--- src/rtl/mcpu_pkg.sv ---
// Shared encodings for the multicycle MIPS control unit: ALU ops, opcodes,
// funct codes, FSM states and datapath mux selects.
package mcpu_pkg;

    localparam logic [2:0] ALU_ADD = 3'd0;
    localparam logic [2:0] ALU_SUB = 3'd1;
    localparam logic [2:0] ALU_OR  = 3'd2;
    localparam logic [2:0] ALU_AND = 3'd3;
    localparam logic [2:0] ALU_NOR = 3'd4;
    localparam logic [2:0] ALU_SLT = 3'd5;
    localparam logic [2:0] ALU_SRA = 3'd6;
    localparam logic [2:0] ALU_LUI = 3'd7;

    localparam logic [5:0] OP_RTYPE = 6'h00;
    localparam logic [5:0] OP_J     = 6'h02;
    localparam logic [5:0] OP_JAL   = 6'h03;
    localparam logic [5:0] OP_BEQ   = 6'h04;
    localparam logic [5:0] OP_BNE   = 6'h05;
    localparam logic [5:0] OP_ADDI  = 6'h08;
    localparam logic [5:0] OP_ADDIU = 6'h09;
    localparam logic [5:0] OP_SLTI  = 6'h0A;
    localparam logic [5:0] OP_ANDI  = 6'h0C;
    localparam logic [5:0] OP_ORI   = 6'h0D;
    localparam logic [5:0] OP_LUI   = 6'h0F;
    localparam logic [5:0] OP_LW    = 6'h23;
    localparam logic [5:0] OP_SW    = 6'h2B;

    localparam logic [5:0] FN_SRA  = 6'h03;
    localparam logic [5:0] FN_ADD  = 6'h20;
    localparam logic [5:0] FN_ADDU = 6'h21;
    localparam logic [5:0] FN_SUB  = 6'h22;
    localparam logic [5:0] FN_SUBU = 6'h23;
    localparam logic [5:0] FN_AND  = 6'h24;
    localparam logic [5:0] FN_OR   = 6'h25;
    localparam logic [5:0] FN_NOR  = 6'h27;
    localparam logic [5:0] FN_SLT  = 6'h2A;
    localparam logic [5:0] FN_SLTU = 6'h2B;

    typedef enum logic [3:0] {
        S_IDLE, S_FETCH, S_DECODE, S_MADR, S_MRD, S_MWB, S_MWR,
        S_REXE, S_RWB, S_IEXE, S_IWB, S_BR, S_JMP
    } state_t;

    typedef enum logic [1:0] { CLS_NONE, CLS_R, CLS_I } dec_cls_t;

    localparam logic [1:0] RD_RT = 2'd0;
    localparam logic [1:0] RD_RD = 2'd1;
    localparam logic [1:0] RD_RA = 2'd2;

    localparam logic [1:0] WD_ALUOUT = 2'd0;
    localparam logic [1:0] WD_MDR    = 2'd1;
    localparam logic [1:0] WD_PC     = 2'd2;

    localparam logic [1:0] SRCB_B     = 2'd0;
    localparam logic [1:0] SRCB_FOUR  = 2'd1;
    localparam logic [1:0] SRCB_IMM   = 2'd2;
    localparam logic [1:0] SRCB_IMMSH = 2'd3;

    localparam logic [1:0] PCS_ALU    = 2'd0;
    localparam logic [1:0] PCS_ALUOUT = 2'd1;
    localparam logic [1:0] PCS_JUMP   = 2'd2;

    function automatic logic funct_ok(input logic [5:0] fn);
        case (fn)
            FN_SRA, FN_ADD, FN_ADDU, FN_SUB, FN_SUBU,
            FN_AND, FN_OR, FN_NOR, FN_SLT, FN_SLTU: return 1'b1;
            default:                                return 1'b0;
        endcase
    endfunction

endpackage

--- src/rtl/mcpu_ctrl_if.sv ---
// Control unit <-> datapath bundle: IR fields and zero flag in, enables and
// mux selects out. master = control unit, slave = datapath.
interface mcpu_ctrl_if;
    logic [5:0] opcode;
    logic [5:0] funct;
    logic       zero;
    logic       pc_we;
    logic       i_or_d;
    logic       mem_we;
    logic       ir_we;
    logic       reg_we;
    logic [1:0] reg_dst;
    logic [1:0] wd_sel;
    logic       alu_src_a;
    logic [1:0] alu_src_b;
    logic       ext_op;
    logic [2:0] alu_op;
    logic [1:0] pc_src;
    logic [3:0] state_o;
    logic       illegal;

    modport master (
        input  opcode, funct, zero,
        output pc_we, i_or_d, mem_we, ir_we, reg_we, reg_dst, wd_sel,
               alu_src_a, alu_src_b, ext_op, alu_op, pc_src, state_o, illegal
    );

    modport slave (
        output opcode, funct, zero,
        input  pc_we, i_or_d, mem_we, ir_we, reg_we, reg_dst, wd_sel,
               alu_src_a, alu_src_b, ext_op, alu_op, pc_src, state_o, illegal
    );
endinterface

--- src/rtl/mcpu_alu_dec.sv ---
// Combinational ALU-op / immediate-extension decode for the R-type and
// I-type execute and write-back states.
module mcpu_alu_dec
    import mcpu_pkg::*;
(
    input  dec_cls_t   i_cls,
    input  logic [5:0] i_opcode,
    input  logic [5:0] i_funct,
    output logic [2:0] o_alu_op,
    output logic       o_ext_op
);
    always_comb begin
        o_alu_op = ALU_ADD;
        o_ext_op = 1'b0;
        case (i_cls)
            CLS_R: begin
                case (i_funct)
                    FN_SUB, FN_SUBU: o_alu_op = ALU_SUB;
                    FN_AND:          o_alu_op = ALU_AND;
                    FN_OR:           o_alu_op = ALU_OR;
                    FN_NOR:          o_alu_op = ALU_NOR;
                    FN_SLT, FN_SLTU: o_alu_op = ALU_SLT;
                    FN_SRA:          o_alu_op = ALU_SRA;
                    default:         o_alu_op = ALU_ADD;
                endcase
            end
            CLS_I: begin
                case (i_opcode)
                    OP_SLTI: begin o_alu_op = ALU_SLT; o_ext_op = 1'b1; end
                    OP_ANDI: o_alu_op = ALU_AND;
                    OP_ORI:  o_alu_op = ALU_OR;
                    OP_LUI:  o_alu_op = ALU_LUI;
                    default: o_ext_op = 1'b1;
                endcase
            end
            default: ;
        endcase
    end
endmodule

--- src/rtl/mcpu_ctrl.sv ---
// Multicycle MIPS control FSM: Moore outputs from state and the IR fields
// latched in DECODE; the branch PC write is the only output that sees zero.
module mcpu_ctrl
    import mcpu_pkg::*;
(
    input  logic         clk,
    input  logic         rst,
    mcpu_ctrl_if.master  bus
);
    state_t     r_state, w_next;
    logic [5:0] r_opcode, r_funct;
    dec_cls_t   w_cls;
    logic [2:0] w_dec_op;
    logic       w_dec_ext;

    always_ff @(posedge clk or posedge rst) begin
        if (rst) r_state <= S_IDLE;
        else     r_state <= w_next;
    end

    // Later states decode from these copies so the IR may change after DECODE.
    always_ff @(posedge clk or posedge rst) begin
        if (rst) begin
            r_opcode <= '0;
            r_funct  <= '0;
        end else if (r_state == S_DECODE) begin
            r_opcode <= bus.opcode;
            r_funct  <= bus.funct;
        end
    end

    assign w_cls = (r_state == S_REXE || r_state == S_RWB) ? CLS_R :
                   (r_state == S_IEXE || r_state == S_IWB) ? CLS_I : CLS_NONE;

    mcpu_alu_dec u_alu_dec (
        .i_cls    (w_cls),
        .i_opcode (r_opcode),
        .i_funct  (r_funct),
        .o_alu_op (w_dec_op),
        .o_ext_op (w_dec_ext)
    );

    assign bus.state_o = r_state;

    always_comb begin
        w_next        = S_FETCH;
        bus.pc_we     = 1'b0;
        bus.i_or_d    = 1'b0;
        bus.mem_we    = 1'b0;
        bus.ir_we     = 1'b0;
        bus.reg_we    = 1'b0;
        bus.reg_dst   = RD_RT;
        bus.wd_sel    = WD_ALUOUT;
        bus.alu_src_a = 1'b0;
        bus.alu_src_b = SRCB_B;
        bus.ext_op    = 1'b0;
        bus.alu_op    = ALU_ADD;
        bus.pc_src    = PCS_ALU;
        bus.illegal   = 1'b0;
        case (r_state)
            S_IDLE: w_next = S_FETCH;
            S_FETCH: begin
                bus.ir_we     = 1'b1;
                bus.pc_we     = 1'b1;
                bus.alu_src_b = SRCB_FOUR;
                w_next        = S_DECODE;
            end
            S_DECODE: begin
                bus.alu_src_b = SRCB_IMMSH;
                bus.ext_op    = 1'b1;
                case (bus.opcode)
                    OP_LW, OP_SW: w_next = S_MADR;
                    OP_RTYPE: begin
                        w_next      = funct_ok(bus.funct) ? S_REXE : S_FETCH;
                        bus.illegal = ~funct_ok(bus.funct);
                    end
                    OP_ADDI, OP_ADDIU, OP_SLTI,
                    OP_ANDI, OP_ORI, OP_LUI: w_next = S_IEXE;
                    OP_BEQ, OP_BNE:          w_next = S_BR;
                    OP_J, OP_JAL:            w_next = S_JMP;
                    default: begin
                        w_next      = S_FETCH;
                        bus.illegal = 1'b1;
                    end
                endcase
            end
            S_MADR: begin
                bus.alu_src_a = 1'b1;
                bus.alu_src_b = SRCB_IMM;
                bus.ext_op    = 1'b1;
                w_next        = (r_opcode == OP_LW) ? S_MRD : S_MWR;
            end
            S_MRD: begin
                bus.i_or_d = 1'b1;
                w_next     = S_MWB;
            end
            S_MWB: begin
                bus.reg_we = 1'b1;
                bus.wd_sel = WD_MDR;
            end
            S_MWR: begin
                bus.i_or_d = 1'b1;
                bus.mem_we = 1'b1;
            end
            S_REXE: begin
                bus.alu_src_a = 1'b1;
                bus.alu_op    = w_dec_op;
                w_next        = S_RWB;
            end
            S_RWB: begin
                bus.reg_we  = 1'b1;
                bus.reg_dst = RD_RD;
                bus.alu_op  = w_dec_op;
            end
            S_IEXE: begin
                bus.alu_src_a = 1'b1;
                bus.alu_src_b = SRCB_IMM;
                bus.alu_op    = w_dec_op;
                bus.ext_op    = w_dec_ext;
                w_next        = S_IWB;
            end
            S_IWB: begin
                bus.reg_we = 1'b1;
                bus.alu_op = w_dec_op;
                bus.ext_op = w_dec_ext;
            end
            S_BR: begin
                bus.alu_src_a = 1'b1;
                bus.alu_op    = ALU_SUB;
                bus.pc_src    = PCS_ALUOUT;
                bus.pc_we     = (r_opcode == OP_BEQ) ? bus.zero : ~bus.zero;
            end
            S_JMP: begin
                bus.pc_we  = 1'b1;
                bus.pc_src = PCS_JUMP;
                // jal: PC already holds PC+4, so $31 gets the return address.
                if (r_opcode == OP_JAL) begin
                    bus.reg_we  = 1'b1;
                    bus.reg_dst = RD_RA;
                    bus.wd_sel  = WD_PC;
                end
            end
            default: w_next = S_IDLE;
        endcase
    end
endmodule

--- src/flat_wrapper.sv ---
// flat-port wrapper written by rule: the top's interface ports become plain ports
module mcpu_ctrl_flat import mcpu_pkg::*;
  (clk, rst, bus_opcode, bus_funct, bus_zero, bus_pc_we, bus_i_or_d, bus_mem_we, bus_ir_we, bus_reg_we, bus_reg_dst, bus_wd_sel, bus_alu_src_a, bus_alu_src_b, bus_ext_op, bus_alu_op, bus_pc_src, bus_state_o, bus_illegal);
  mcpu_ctrl_if bus_i ();
  input  logic clk;
  input  logic rst;
  input wire logic [$bits(bus_i.opcode)-1:0] bus_opcode;
  input wire logic [$bits(bus_i.funct)-1:0] bus_funct;
  input wire logic [$bits(bus_i.zero)-1:0] bus_zero;
  output wire logic [$bits(bus_i.pc_we)-1:0] bus_pc_we;
  output wire logic [$bits(bus_i.i_or_d)-1:0] bus_i_or_d;
  output wire logic [$bits(bus_i.mem_we)-1:0] bus_mem_we;
  output wire logic [$bits(bus_i.ir_we)-1:0] bus_ir_we;
  output wire logic [$bits(bus_i.reg_we)-1:0] bus_reg_we;
  output wire logic [$bits(bus_i.reg_dst)-1:0] bus_reg_dst;
  output wire logic [$bits(bus_i.wd_sel)-1:0] bus_wd_sel;
  output wire logic [$bits(bus_i.alu_src_a)-1:0] bus_alu_src_a;
  output wire logic [$bits(bus_i.alu_src_b)-1:0] bus_alu_src_b;
  output wire logic [$bits(bus_i.ext_op)-1:0] bus_ext_op;
  output wire logic [$bits(bus_i.alu_op)-1:0] bus_alu_op;
  output wire logic [$bits(bus_i.pc_src)-1:0] bus_pc_src;
  output wire logic [$bits(bus_i.state_o)-1:0] bus_state_o;
  output wire logic [$bits(bus_i.illegal)-1:0] bus_illegal;
  assign bus_i.opcode = bus_opcode;
  assign bus_i.funct = bus_funct;
  assign bus_i.zero = bus_zero;
  assign bus_pc_we = bus_i.pc_we;
  assign bus_i_or_d = bus_i.i_or_d;
  assign bus_mem_we = bus_i.mem_we;
  assign bus_ir_we = bus_i.ir_we;
  assign bus_reg_we = bus_i.reg_we;
  assign bus_reg_dst = bus_i.reg_dst;
  assign bus_wd_sel = bus_i.wd_sel;
  assign bus_alu_src_a = bus_i.alu_src_a;
  assign bus_alu_src_b = bus_i.alu_src_b;
  assign bus_ext_op = bus_i.ext_op;
  assign bus_alu_op = bus_i.alu_op;
  assign bus_pc_src = bus_i.pc_src;
  assign bus_state_o = bus_i.state_o;
  assign bus_illegal = bus_i.illegal;
  mcpu_ctrl u_core (.clk(clk), .rst(rst), .bus(bus_i));
endmodule
--- config.mk ---
export PLATFORM = sky130hd
export DESIGN_NAME = mcpu_ctrl_flat
export DESIGN_NICKNAME = d
export VERILOG_FILES = /design/src/rtl/mcpu_pkg.sv /design/src/rtl/mcpu_ctrl_if.sv /design/src/rtl/mcpu_alu_dec.sv /design/src/rtl/mcpu_ctrl.sv /design/src/flat_wrapper.sv
export SDC_FILE = /design/constraint.sdc
export NUM_CORES = 1
export LEC_CHECK = 0
export ABC_AREA = 1
export CAP_MARGIN = 20
export CORE_UTILIZATION = 50
export CTS_BUF_LIST = sky130_fd_sc_hd__clkbuf_16
export DETAILED_ROUTE_END_ITERATION = 8
export GPL_ROUTABILITY_DRIVEN = 0
export MAX_ROUTING_LAYER = met4
export PLACE_DENSITY = 0.88
export SYNTH_ARGS = -nofsm -noshare
export SYNTH_HDL_FRONTEND = slang
export SYNTH_SLANG_ARGS = --single-unit
export TNS_END_PERCENT = 100
--- constraint.sdc ---
create_clock -name clk -period 1.85 [get_ports clk]
set_input_delay 0.37 -clock clk [delete_from_list [all_inputs] [get_ports clk]]
set_output_delay 0.37 -clock clk [all_outputs]
set_load 0.01 [all_outputs]
# Word-level counts from Yosys, hierarchy flattened
# Index checks and enable logic that the tools add are counted.
# W data, S select, Z words.
[classes]
muxes = 31
bitwise = 2
eq_ne = 51
reduce_logical = 22
[op_table]
columns = ["operator", "count"]
rows = [
  ["$eq A6 B6 Y1 const B", 19],
  ["$eq A6 B4 Y1 const B", 10],
  ["$eq A6 B2 Y1 const B", 5],
  ["$pmux W4 S7", 1],
  ["$eq A4 B4 Y1 const B", 5],
  ["$pmux W4 S5", 1],
  ["$reduce_or A2 Y1", 10],
  ["$eq A6 B3 Y1 const B", 3],
  ["$pmux W3 S6", 1],
  ["$eq A4 B3 Y1 const B", 4],
  ["$mux W1", 12],
  ["$pmux W2 S2", 3],
  ["$pmux W3 S2", 2],
  ["$pmux W3 S4", 1],
  ["$reduce_or A12 Y1", 1],
  ["$reduce_or A10 Y1", 1],
  ["$eq A4 B2 Y1 const B", 2],
  ["$mux W2", 4],
  ["$pmux W1 S2", 4],
  ["$reduce_or A4 Y1", 2],
  ["$reduce_or A7 Y1", 1],
  ["$logic_not A6 Y1", 1],
  ["$pmux W2 S3", 1],
  ["$reduce_or A3 Y1", 2],
  ["other kinds (8)", 10],
]
[word_totals]
output_inout_bits = 23
elab_cells = 109
ff_bits = 16
input_bits = 15

# Depth between registers and ports, before layout
# Gate-level depths: netlist of run 1.
[logic_depth]
ltp_word = 8
mapped_depth = 9

# By module
# Synthesis of run 1 repeated with hierarchy kept, for this count alone.
[hier_totals]
hier_cells = 214
area_unflattened_um2 = 1308.8
[modules_own_cells]
columns = ["mod", "cells_each", "area_each_um2", "n_inst"]
rows = [
  ["mcpu_ctrl", 165, 1068.5, 1],
  ["mcpu_alu_dec", 49, 240.2, 1],
]

# Worst setup path after synthesis of run 1
# OpenSTA, ideal clock, no wires.
[synth_timing]
kind = "flip-flop to output port"
from = "register u_core.r_state[3] (netlist: u_core.bus.state_o[3])"
to = "output port bus_pc_we"
t_arrival_ns = 1.171
setup_slack_ns = 0.309
path_buffers = 0
t_required_ns = 1.480
path_stages_with_launch = 7
cell_sequence = "dfrtp_1 -> bufinv_8 -> nor2_4 -> inv_1 -> nor2_4 -> nand2_1 -> o21ai_1"
[synth_between]
elab_chain_cells = 3
[synth_lines]
columns = ["item", "line_no", "source"]
rows = [
  ["start, declared", "mcpu_ctrl.sv:10", "state_t r_state, w_next;"],
  ["start signal, assigned", "mcpu_ctrl.sv:18", "else r_state <= w_next;"],
  ["$eq A4 B1 Y1 / $eq A4 B4 Y1 (equally long branches)", "mcpu_ctrl.sv:60", "case (r_state)"],
  ["$reduce_or A2 Y1 (no source line)", "-", ""],
  ["$pmux W1 S2 (*)", "mcpu_ctrl.sv:60", ""],
  ["end, declared", "flat_wrapper.sv:10", "output wire logic [$bits(bus_i.pc_we)-1:0] bus_pc_we;"],
]
# Mark *: on every way between the ends. The rest lies on a longest branch, timed or not.

# Worst setup path in the final report of run 1
[layout_timing]
from = "register u_core.r_opcode[1]"
to = "output port bus_pc_we"
[layout_between]
elab_chain_cells = 3
[layout_lines]
columns = ["item", "line_no", "source"]
rows = [
  ["start, declared", "mcpu_ctrl.sv:11", "logic [5:0] r_opcode, r_funct;"],
  ["start signal, assigned", "mcpu_ctrl.sv:27", "r_opcode <= bus.opcode;"],
  ["$eq A6 B3 Y1", "mcpu_ctrl.sv:131", "bus.pc_we = (r_opcode == OP_BEQ) ? bus.zero : ~bus.zero;"],
  ["$mux W1", "mcpu_ctrl.sv:131", ""],
  ["$pmux W1 S2", "mcpu_ctrl.sv:60", ""],
]
# No other way between the ends.

==> key figures, run 1 <==
Route
  – Final Routed Wirelength: 6616 um
  – Starting DRT DRC Count: 183
  – Via-per-instance ratio: about 6.3
  – Number of vias in the routed layout: 1,979
  – Number of detailed-route iterations in the first pass: 5
  – DRC errors left: 0
  – Residual antenna-violating net count after detailed routing: 0
  – Post-DR wirelength/cell: 21.00 um

Placed design
  – Detailed placer's ending HPWL: 2847 um
  – IO buf count: 37
  – Cell count after placement: about 300
  – Total cell area at the placement stage: 1931 um2

Logic synthesis
  – Number of synthesis warnings: 0
  – Fraction of the mapped netlist area in compound gates: 0.1518
  – Total of flip-flops plus latches after synthesis: 16
  – Cells taking the most area after synthesis: sky130_fd_sc_hd__dfrtp_1, sky130_fd_sc_hd__nand2_1, sky130_fd_sc_hd__inv_1
  – Cells after synthesis: 198
  – Library cells used by synthesis: 25
  – Mapped cell area: 1277 um2
  – Most common flop cell mapped by yosys: sky130_fd_sc_hd__dfrtp_1
  – Combinational family with the most area after synthesis: simple AND/OR/NAND/NOR gates
  – Number of enable-type register cells in the synthesized netlist: 0
  – Share of synthesized cell area in and, or, nand and nor gates: 0.3947
  – Sequential element share of the synthesized area: 0.3134
  – Mux contribution to synthesized area: 0
  – Yosys top cell area share: 0.3134
  – Cell type contributing the most total cell area after synthesis: sky130_fd_sc_hd__dfrtp_1
  – Total nets after synthesis: 213
  – Synthesized-area fraction occupied by adder cells: 0
  – Share of async-settable or async-resettable flops after synthesis: 1.000
  – XOR/XNOR share of the synthesized area: 0
  – Average cell area after synthesis: 6.452 um2

Die
  – Chip height: 52.55 um
  – Placeable core area: 2318 um2
  – Horizontal extent of the die: roughly 53 um
  – Top-Level Pins: 38
  – Total die area: 2761 um2
  – Effective utilization at floorplan: 0.5510
  – Standard-cell rows: 17

Global routing
  – Wire length of the first global-routing pass: between 7000 and 8000 um
  – Met1 Use GR: 0.4672
  – Number of antenna violations at the first check in global routing: 0
  – Routing usage on met3: 0.05797
  – Combined global-route utilization of all metal layers: 0.4201
  – GRT busiest layer: met2
  – Met2 track demand over resource: 0.7131
  – Via count of the first global-routing pass: 1,696
  – Maximum number of pins on one net before global-route repair: 27
  – Gr ovfl total: 0

Min path
  – Worst min-delay path class: input port to flip-flop

CTS
  – Max Buffers Root-to-Sink: 2
  – Depth of the CTS H-tree: 1
  – CTS sink cnt: 16
  – Clock latency on the worst-skew pair: 0.26 ns
  – TritonCTS clock tree: done
  – Clock transition at the registers of the reported paths: roughly 0.05 ns
  – Total clock buffers created by CTS: 3
  – Clock root buffer: sky130_fd_sc_hd__clkbuf_16

Cells and area
  – Area added between synthesis and finish: 72.38%
  – Commonest cells after routing, fill and taps aside: sky130_fd_sc_hd__nand2_1, sky130_fd_sc_hd__buf_4, sky130_fd_sc_hd__inv_1
  – Layout cells sized above 1: 0.4251
  – Filler cell count: 65
  – Most common cell after layout, fill and taps aside: sky130_fd_sc_hd__nand2_1
  – Final antenna diode count: 0
  – Number of standard cells in the final layout excluding fillers: around 320
  – Area of all placed cells without fillers: 2202 um2
  – Post-layout nets: 303

Worst setup path
  – CP Capture Type: output pin
  – Worst-path fanout max: 4
  – WP data required: 1.48 ns
  – CP arrival: around 1.8 ns
  – Crit path kind: flip-flop to output pin
  – CP startpoint kind: flip-flop

STA
  – Peak clock frequency supported by timing: 471.8 MHz
  – Worst slew margin: 0.5715
  – Post-route clock skew: 0.001523 ns
  – Setup repair after global routing missed its margin: yes
  – Number of hold violations in the final report: 0
  – Final worst path period share: 1.146
  – Post-route worst setup slack: -0.2698 ns
  – Final critical delay including setup and external delays: 2.120 ns
  – Count of final setup violators: 12
  – Slew at the pin with the worst max-slew slack: ~0.64 ns
  – Number of max-slew violations in the final report: 0

Job
  – Max-cap violation count: 0

Outcome
  – Outcome: finished, violations left
  – Violations in the final reports: setup timing

Pwr
  – Peak ir drop on the vdd network: about 1600 uV
  – Leakage power summed over all cells: 0.001281 uW
  – Pwr/cell area: between 1500 and 2000 nW/um2
[kinds of logic (layout without fill, tap and decap cells)]
family	Yosys count	after routing
AOI/OAI and AO/OA	28	28
buffers and inverters	40	129
and+or+nand+nor	114	114
DFF	16	16
[power by group]
part           switching [uW]  internal [uW]
clock network             165            288
logic                    1390           1010
registers                 248            531
total                    1800           1830
[through the flow]
step                hold WS (ns)  worst slack (ns)  TNS, ns    util  total power (uW)
finish                    0.4164           -0.2698  -0.7619  0.9498              3632
global route              0.4569           -0.5905   -1.595  0.9498              3749
CTS                       0.5052          -0.07611  -0.2567  0.8942              3094
detailed placement        0.5302           -0.4789   -1.317  0.8327              2538
global placement          0.4963           -0.4221  -0.9780  0.8327              2456
floorplan                 0.2837            0.3093        0       -              1645
[final timing paths]
kind,start,depth (start not counted),end,slack [ns]
hold reg to reg,u_core.r_funct[0],2,u_core.r_funct[0],0.62
setup reg to reg,u_core.bus.state_o[2],8,u_core.r_funct[0],0.22
setup / recovery,u_core.r_opcode[1],6,bus_pc_we,-0.27
min in group asynchronous,rst,2,u_core.r_opcode[1],0.54
max in group asynchronous,rst,2,u_core.bus.state_o[2],0.86
hold / removal,bus_funct[1],3,u_core.r_funct[1],0.42
[synth_stat cells, types with 2 or more instances]
cell type,instances
sky130_fd_sc_hd__buf_6,2
sky130_fd_sc_hd__o21ai_2,10
sky130_fd_sc_hd__inv_1,36
sky130_fd_sc_hd__nor2_4,2
sky130_fd_sc_hd__nand4_1,5
sky130_fd_sc_hd__dfrtp_1,16
sky130_fd_sc_hd__nand2_1,63
sky130_fd_sc_hd__nor3_1,3
sky130_fd_sc_hd__o31ai_1,2
sky130_fd_sc_hd__nor2_1,25
sky130_fd_sc_hd__a21oi_1,4
sky130_fd_sc_hd__nand3_1,12
sky130_fd_sc_hd__o21ai_0,6
[cell type report]
cell class | instances | area (um2) | share of cell area
timing repair buffer | 87 | 700.7 | 0.3182
multi-input combinational | 142 | 827.0 | 0.3756
tap | 28 | 35.03 | 0.01591
clock buffer | 3 | 75.07 | 0.03409
clock inverter | 1 | 3.754 | 0.001705
inverter | 38 | 155.1 | 0.07045
sequential | 16 | 405.4 | 0.1841
[timing repair]
action / in CTS / in global routing
setup buffers: 8 / 6
gates resized for setup: 75 / 51
pin swaps: 3 / 13
setup endpoints to repair: 19 / 17
hold buffers: 0 / 0
[flip-flops by register name, indices dropped and copies added, names as in the netlist]
name,count
u_core.bus.state_o,4
u_core.r_funct,6
u_core.r_opcode,6
[routing by layer]
layer,wire length (um),vias up
met1,2180,899
met5,0,-
li1,-,794
met4,580,0
met2,3084,213
met3,771,73
[worst max-delay path, cell delays in order (launching register included)]
cell and delay [ns]:
sky130_fd_sc_hd__dfrtp_1 0.46, sky130_fd_sc_hd__inv_1 0.20, sky130_fd_sc_hd__nand3_1 0.16, sky130_fd_sc_hd__o21ai_0 0.28, sky130_fd_sc_hd__nand2_1 0.11, sky130_fd_sc_hd__o21ai_1 0.13, sky130_fd_sc_hd__buf_2 0.14
Note: power is estimated with default switching activity, not from simulation.
==> run 2: changes to the inputs <==
--- a/config.mk
+++ b/config.mk
@@ -6,7 +6,7 @@
 export NUM_CORES = 1
 export LEC_CHECK = 0
 export ABC_AREA = 1
-export CAP_MARGIN = 20
+export CAP_MARGIN = 25
 export CORE_UTILIZATION = 50
 export CTS_BUF_LIST = sky130_fd_sc_hd__clkbuf_16
 export DETAILED_ROUTE_END_ITERATION = 8
==> results of run 2 <==
Same layout as run 1: the final DEF is identical, and so are final timing and power.
==> run 3: changes to the inputs <==
--- a/config.mk
+++ b/config.mk
@@ -16,4 +16,3 @@
 export SYNTH_ARGS = -nofsm -noshare
 export SYNTH_HDL_FRONTEND = slang
 export SYNTH_SLANG_ARGS = --single-unit
-export TNS_END_PERCENT = 100
==> results of run 3 <==
Same layout as run 1: the final DEF is identical, and so are final timing and power.
